<file path="src/rtl/instr_encoder.sv">
// Streaming MIPS instruction encoder: packs field-level requests into R/I/J
// machine words and writes them to instruction memory at consecutive word
// addresses starting from a base sampled on start.
module instr_encoder #(
    parameter int unsigned DWIDTH = 32,
    parameter int unsigned AWIDTH = 10
) (
    input  logic              clk,
    input  logic              rstn,
    input  logic              start,
    input  logic [AWIDTH-1:0] base_addr,
    input  logic              in_valid,
    output logic              in_ready,
    input  logic              in_last,
    input  logic [3:0]        kind,
    input  logic [4:0]        rs,
    input  logic [4:0]        rt,
    input  logic [4:0]        rd,
    input  logic [15:0]       imm,
    input  logic [25:0]       target,
    output logic              out_valid,
    input  logic              out_ready,
    output logic [AWIDTH-1:0] out_addr,
    output logic [DWIDTH-1:0] out_instr,
    output logic              done,
    output logic [AWIDTH:0]   word_count,
    output logic              err_illegal,
    output logic              err_wrap
);

    // Mnemonic select codes
    localparam logic [3:0] KAdd  = 4'd0;
    localparam logic [3:0] KSub  = 4'd1;
    localparam logic [3:0] KAnd  = 4'd2;
    localparam logic [3:0] KOr   = 4'd3;
    localparam logic [3:0] KNor  = 4'd4;
    localparam logic [3:0] KSlt  = 4'd5;
    localparam logic [3:0] KJr   = 4'd6;
    localparam logic [3:0] KAddi = 4'd7;
    localparam logic [3:0] KSlti = 4'd8;
    localparam logic [3:0] KLw   = 4'd9;
    localparam logic [3:0] KSw   = 4'd10;
    localparam logic [3:0] KBeq  = 4'd11;
    localparam logic [3:0] KJ    = 4'd12;
    localparam logic [3:0] KJal  = 4'd13;

    // Primary opcodes
    localparam logic [5:0] OpSpecial = 6'b000000;
    localparam logic [5:0] OpAddi    = 6'b001000;
    localparam logic [5:0] OpSlti    = 6'b001010;
    localparam logic [5:0] OpLw      = 6'b100011;
    localparam logic [5:0] OpSw      = 6'b101011;
    localparam logic [5:0] OpBeq     = 6'b000100;
    localparam logic [5:0] OpJ       = 6'b000010;
    localparam logic [5:0] OpJal     = 6'b000011;

    // R-type function codes
    localparam logic [5:0] FnAdd = 6'b100000;
    localparam logic [5:0] FnSub = 6'b100010;
    localparam logic [5:0] FnAnd = 6'b100100;
    localparam logic [5:0] FnOr  = 6'b100101;
    localparam logic [5:0] FnNor = 6'b100111;
    localparam logic [5:0] FnSlt = 6'b101010;
    localparam logic [5:0] FnJr  = 6'b001000;

    typedef enum logic [1:0] {
        StIdle,
        StRun,
        StDrain,
        StDone
    } state_e;

    state_e              state_q, state_d;
    logic                out_valid_q, out_valid_d;
    logic [DWIDTH-1:0]   out_instr_q, out_instr_d;
    logic [AWIDTH-1:0]   addr_q, addr_d;
    logic [AWIDTH:0]     word_count_q, word_count_d;
    logic                err_illegal_q, err_illegal_d;
    logic                err_wrap_q, err_wrap_d;

    logic                accept;
    logic                fire;
    logic                enc_legal;
    logic [DWIDTH-1:0]   enc_word;

    // The output register may take a new word when it is empty or being drained
    assign in_ready = (state_q == StRun) && (!out_valid_q || out_ready);
    assign accept   = in_valid && in_ready;
    assign fire     = out_valid_q && out_ready;

    assign out_valid   = out_valid_q;
    assign out_instr   = out_instr_q;
    // The counter always points at the word currently held (or the next one)
    assign out_addr    = addr_q;
    assign word_count  = word_count_q;
    assign err_illegal = err_illegal_q;
    assign err_wrap    = err_wrap_q;
    assign done        = (state_q == StDone);

    // Field packing for the selected mnemonic; unused fields stay zero
    always_comb begin
        enc_word  = '0;
        enc_legal = 1'b1;
        case (kind)
            KAdd:    enc_word = {OpSpecial, rs, rt, rd, 5'd0, FnAdd};
            KSub:    enc_word = {OpSpecial, rs, rt, rd, 5'd0, FnSub};
            KAnd:    enc_word = {OpSpecial, rs, rt, rd, 5'd0, FnAnd};
            KOr:     enc_word = {OpSpecial, rs, rt, rd, 5'd0, FnOr};
            KNor:    enc_word = {OpSpecial, rs, rt, rd, 5'd0, FnNor};
            KSlt:    enc_word = {OpSpecial, rs, rt, rd, 5'd0, FnSlt};
            KJr:     enc_word = {OpSpecial, rs, 5'd0, 5'd0, 5'd0, FnJr};
            KAddi:   enc_word = {OpAddi, rs, rt, imm};
            KSlti:   enc_word = {OpSlti, rs, rt, imm};
            KLw:     enc_word = {OpLw, rs, rt, imm};
            KSw:     enc_word = {OpSw, rs, rt, imm};
            KBeq:    enc_word = {OpBeq, rs, rt, imm};
            KJ:      enc_word = {OpJ, target};
            KJal:    enc_word = {OpJal, target};
            default: enc_legal = 1'b0;
        endcase
    end

    // Load sequencing: IDLE -> RUN -> DRAIN -> DONE -> IDLE
    always_comb begin
        state_d = state_q;
        case (state_q)
            StIdle: begin
                if (start) begin
                    state_d = StRun;
                end
            end
            StRun: begin
                if (accept && in_last) begin
                    state_d = StDrain;
                end
            end
            StDrain: begin
                if (!out_valid_q || out_ready) begin
                    state_d = StDone;
                end
            end
            StDone: begin
                state_d = StIdle;
            end
            default: state_d = StIdle;
        endcase
    end

    // Output register, address/word counters and sticky error flags
    always_comb begin
        out_valid_d   = out_valid_q;
        out_instr_d   = out_instr_q;
        addr_d        = addr_q;
        word_count_d  = word_count_q;
        err_illegal_d = err_illegal_q;
        err_wrap_d    = err_wrap_q;

        if (state_q == StIdle && start) begin
            addr_d        = base_addr;
            word_count_d  = '0;
            err_illegal_d = 1'b0;
            err_wrap_d    = 1'b0;
        end

        if (fire) begin
            out_valid_d  = 1'b0;
            addr_d       = addr_q + AWIDTH'(1);
            word_count_d = word_count_q + (AWIDTH + 1)'(1);
            if (addr_q == '1) begin
                err_wrap_d = 1'b1;
            end
        end

        // An illegal request is consumed without producing a word
        if (accept) begin
            if (enc_legal) begin
                out_valid_d = 1'b1;
                out_instr_d = enc_word;
            end else begin
                err_illegal_d = 1'b1;
            end
        end
    end

    // FSM state register
    always_ff @(posedge clk or negedge rstn) begin
        if (!rstn) begin
            state_q <= StIdle;
        end else begin
            state_q <= state_d;
        end
    end

    // Datapath registers; reset clears any pending word immediately
    always_ff @(posedge clk or negedge rstn) begin
        if (!rstn) begin
            out_valid_q   <= 1'b0;
            out_instr_q   <= '0;
            addr_q        <= '0;
            word_count_q  <= '0;
            err_illegal_q <= 1'b0;
            err_wrap_q    <= 1'b0;
        end else begin
            out_valid_q   <= out_valid_d;
            out_instr_q   <= out_instr_d;
            addr_q        <= addr_d;
            word_count_q  <= word_count_d;
            err_illegal_q <= err_illegal_d;
            err_wrap_q    <= err_wrap_d;
        end
    end

endmodule
</file>
<file path="config.mk">
export PLATFORM = sky130hd
export DESIGN_NAME = instr_encoder
export DESIGN_NICKNAME = d
export VERILOG_FILES = /design/src/rtl/instr_encoder.sv
export SDC_FILE = /design/constraint.sdc
export NUM_CORES = 1
export LEC_CHECK = 0
export ABC_AREA = 1
export CAP_MARGIN = 20
export CORE_UTILIZATION = 39
export CTS_CLUSTER_DIAMETER = 30
export CTS_CLUSTER_SIZE = 40
export DETAILED_ROUTE_END_ITERATION = 10
export GPL_TIMING_DRIVEN = 0
export PLACE_DENSITY = 0.76
export SYNTH_ARGS = -nofsm -noshare
export SYNTH_HDL_FRONTEND = slang
export SYNTH_SLANG_ARGS = --single-unit
</file>
<file path="constraint.sdc">
create_clock -name clk -period 1.5 [get_ports clk]
set_input_delay 0.45 -clock clk [delete_from_list [all_inputs] [get_ports clk]]
set_output_delay 0.45 -clock clk [all_outputs]
set_load 0.05 [all_outputs]
</file>
==> impl_metrics.csv <==
group,metric,value,unit
power,pwr-share-comb,0.550,
floorplan,start_util,0.4038,
sta,fmax,584.0,MHz
setup_path,worstSetupPathType,"flip-flop to primary output",
placed_design,place_area,4785,um^2
setup_path,worstPathMaxFanout,2,
floorplan,io_pins,135,
route,drt-total-wl,9.483,mm
route,ant_nets,0,
clock_network,cts-htree-levels,3,
logic_synthesis,synth_top_area_share,0.4299,
sta,setup_viol,15,
logic_synthesis,synth_compound_area_frac,0.07164,
placed_design,dp_hpwl,7.229,mm
setup_path,r2r_start,"state_q[0]$_DFFE_PN0P_",
setup_path,reg2reg_depth,9,
logic_synthesis,synth_top_family_by_area,"simple AND/OR/NAND/NOR gates",
logic_synthesis,yosys.area_share.simple,0.3914,
logic_synthesis,ys_seq_area_frac,0.4299,
floorplan,dieHeight,94.24,um
cells_and_area,layout.nets,691,
logic_synthesis,synth_xor_area_frac,0,
logic_synthesis,synthTopCellsByArea,"dfrtp_1, nand2_1, nand3_1, nor2_1, inv_1",
sta,hold_viol_final,0,
power,p_sw_frac,0.5072,
setup_path,worstPathRequired,1.05,ns
logic_synthesis,syn_avg_cell_area,7.198,um^2
sta,worst_pin_slew,0.6829,ns
power,power_density,1850,nW/um^2
route,vias,3519,
sta,maxSlewViolCount,0,
outcome,outcome,"finished with violations",
cells_and_area,antenna_cells,0,
clock_network,clock-root-buffer,"clkbuf_8",
floorplan,std_cell_rows,33,
floorplan,die_area,8881,um^2
power,power_frac_seq,0.288,
logic_synthesis,yosys-top-cells-count,"nand2_1, dfrtp_1, nor2_1, inv_1, nand3_1",
logic_synthesis,synth_seq_cells,57,
logic_synthesis,synth_nets,544,
cells_and_area,layout-drive-gt1-share,0.2104,
logic_synthesis,yosysWarnings,0,
power,clkPwrFrac,0.163,
power,internal-power,4.433,mW
global_routing,globalRouteOverflowTotal,0,
placed_design,gp_congestion,0.8176,
logic_synthesis,synthCells,461,
power,leakage,2.490,nW
clock_network,numCtsBuffers,9,
global_routing,antenna_found_initial,0,
clock_network,clk_pin_slew_worst_paths,0.07,ns
global_routing,grt.total_usage,0.2237,
sta,period_share,1.142,
global_routing,grt_pass1_wl,15.18,mm
setup_path,end_kind,"primary output",
global_routing,grt_start_max_net_pins,30,
route,wire_per_inst,13.21,um
route,viasPerCell,4.901,
clock_network,cts.sinks,57,
logic_synthesis,muxShareOfSynthArea,0,
logic_synthesis,yosysUniqueCellTypes,32,
sta,clock_skew,0.009743,ns
sta,rsz0062_at_grt,"yes",
global_routing,grt_pass1_vias,3292,
sta,layout_setup_ws,-0.2123,ns
cells_and_area,areaGrowthSynthToFinish,46.53,%
logic_synthesis,synthFlopType,"dfrtp_1",
clock_network,clock_latency,0.33,ns
power,switching_power,4.562,mW
logic_synthesis,synth_edf_count,0,
cells_and_area,stdcell_area,4862,um^2
floorplan,coreArea,8217,um^2
clock_network,cts_buffer_depth,2,
placed_design,pre_cts_slack,-0.9468,ns
logic_synthesis,syn_area,3318,um^2
placed_design,io_buffers,130,
route,first_pass_iters,4,
sta,maxSlewHeadroom,0.5448,
sta,final.min_clock_period,1.712,ns
logic_synthesis,synth_area_leader_cell,"dfrtp_1",
floorplan,die_w,94.24,um
setup_path,rrSetupSlack,-0.15,ns
setup_path,startpoint_type,"flip-flop",
outcome,violations,"setup timing",
min_path,min_path_type,"input port to asynchronous set/reset pin",
power,peakVddDrop,1100,uV
logic_synthesis,synthAdderAreaFrac,0.02262,
route,drc,0,
logic_synthesis,synth_most_common_cell,"nand2_1",
clock_network,cts_tree,"yes",
logic_synthesis,synthArstFlopShare,1.000,
job,maxCapViolations,0,
setup_path,r2r-end,"word_count[5]$_DFFE_PN0P_",
setup_path,crit_arrival,1.26,ns
route,drtIter0Drc,116,
-- critical path: stages (launching register included) --
cell and delay [ns]:
dfrtp_1 0.40, inv_2 0.08, ha_4 0.13, a21boi_4 0.17, buf_8 0.16
-- area by class of cell --
class | instances | area [um^2]
Fill cell | 776 | 3354
Multi-Input combinational cell | 348 | 1672
Sequential cell | 57 | 1435
Timing Repair Buffer | 136 | 1132
Clock buffer | 13 | 158.9
Inverter | 41 | 156.4
Buffer | 15 | 136.4
Tap cell | 105 | 131.4
Clock inverter | 3 | 40.04
-- how the worst max path moves through the flow --
stage                                 startpoint                         to
after floorplan           state_q[1]$_DFFE_PN0P_                   in_ready
after global placement                      rstn  word_count[1]$_DFFE_PN0P_
after detailed placement               out_ready                   in_ready
after CTS                 state_q[1]$_DFFE_PN0P_                   in_ready
after global routing      state_q[1]$_DFFE_PN0P_                   in_ready
final                     state_q[1]$_DFFE_PN0P_                   in_ready
-- layer usage --
metal  GRT usage  wire length [um]  up-vias
met2      0.3913              4674      155
met4     0.06282                63        0
met3     0.06392               854        7
li1            -                 -     1749
met5           0                 0        -
met1      0.2647              3891     1608
-- power by group through the flow --
stage | logic [mW] | clock network [mW] | registers (mW)
finish | 4.94 | 1.46 | 2.59
global route | 5.29 | 1.58 | 2.67
CTS | 4.88 | 1.49 | 2.58
detailed placement | 5.17 | 0 | 2.62
global placement | 5.08 | 0 | 2.61
floorplan | 1.48 | 0 | 4.47
-- sequential cells by signal, indices dropped and copies added (netlist names) --
register     cells
out_valid        1
word_count      11
state_q          2
out_addr        10
err_illegal      1
err_wrap         1
out_instr       31
-- cell families after synthesis --
| family | after synthesis |
|---|---|
| flip-flops | 57 |
| AO/OA/AOI/OAI | 43 |
| AND/OR/NAND/NOR | 298 |
| adder cells (fa/ha/maj) | 6 |
| buffers and inverters | 56 |
| other | 1 |
-- stage by stage --
stage	cells	utilization	TNS [ns]	power (mW)	hold slack (ns)
4_1_cts	717	0.5837	-0.8285	8.960	0.1710
3_3_place_gp	696	0.5805	-132.82	7.688	0.4625
5_1_grt	718	0.5917	-2.718	9.529	0.1985
2_1_floorplan	461	-	-0.08090	5.952	0.1544
3_5_place_dp	697	0.5823	-27.02	7.787	0.4641
6_report	718	0.5917	-0.9088	8.994	0.1594
-- layout by cell type (no fill, tap or decap), types with 5 or more instances in the layout --
| cell type | instances |
|---|---|
| a21oi_1 | 14 |
| buf_2 | 45 |
| buf_4 | 16 |
| buf_6 | 10 |
| clkbuf_4 | 5 |
| clkbuf_8 | 11 |
| clkdlybuf4s50_1 | 70 |
| dfrtp_1 | 50 |
| dfrtp_2 | 7 |
| ha_1 | 5 |
| inv_1 | 32 |
| inv_2 | 8 |
| nand2_1 | 198 |
| nand2_4 | 5 |
| nand3_1 | 31 |
| nand4_1 | 6 |
| nor2_1 | 39 |
| o211ai_1 | 5 |
| o21ai_0 | 15 |
| o21ai_1 | 5 |
-- repair_timing --
action / 4_1_cts / 5_1_grt
endpoints found under the setup margin: 94 / 48
hold endpoints to repair: 0 / 0
gates resized for setup: 310 / 20
gates cloned: 0 / 0
hold buffers: 0 / 0
buffers inserted: 4 / 1
pin swaps: 0 / 1
Note: power is estimated with default switching activity, not from simulation.
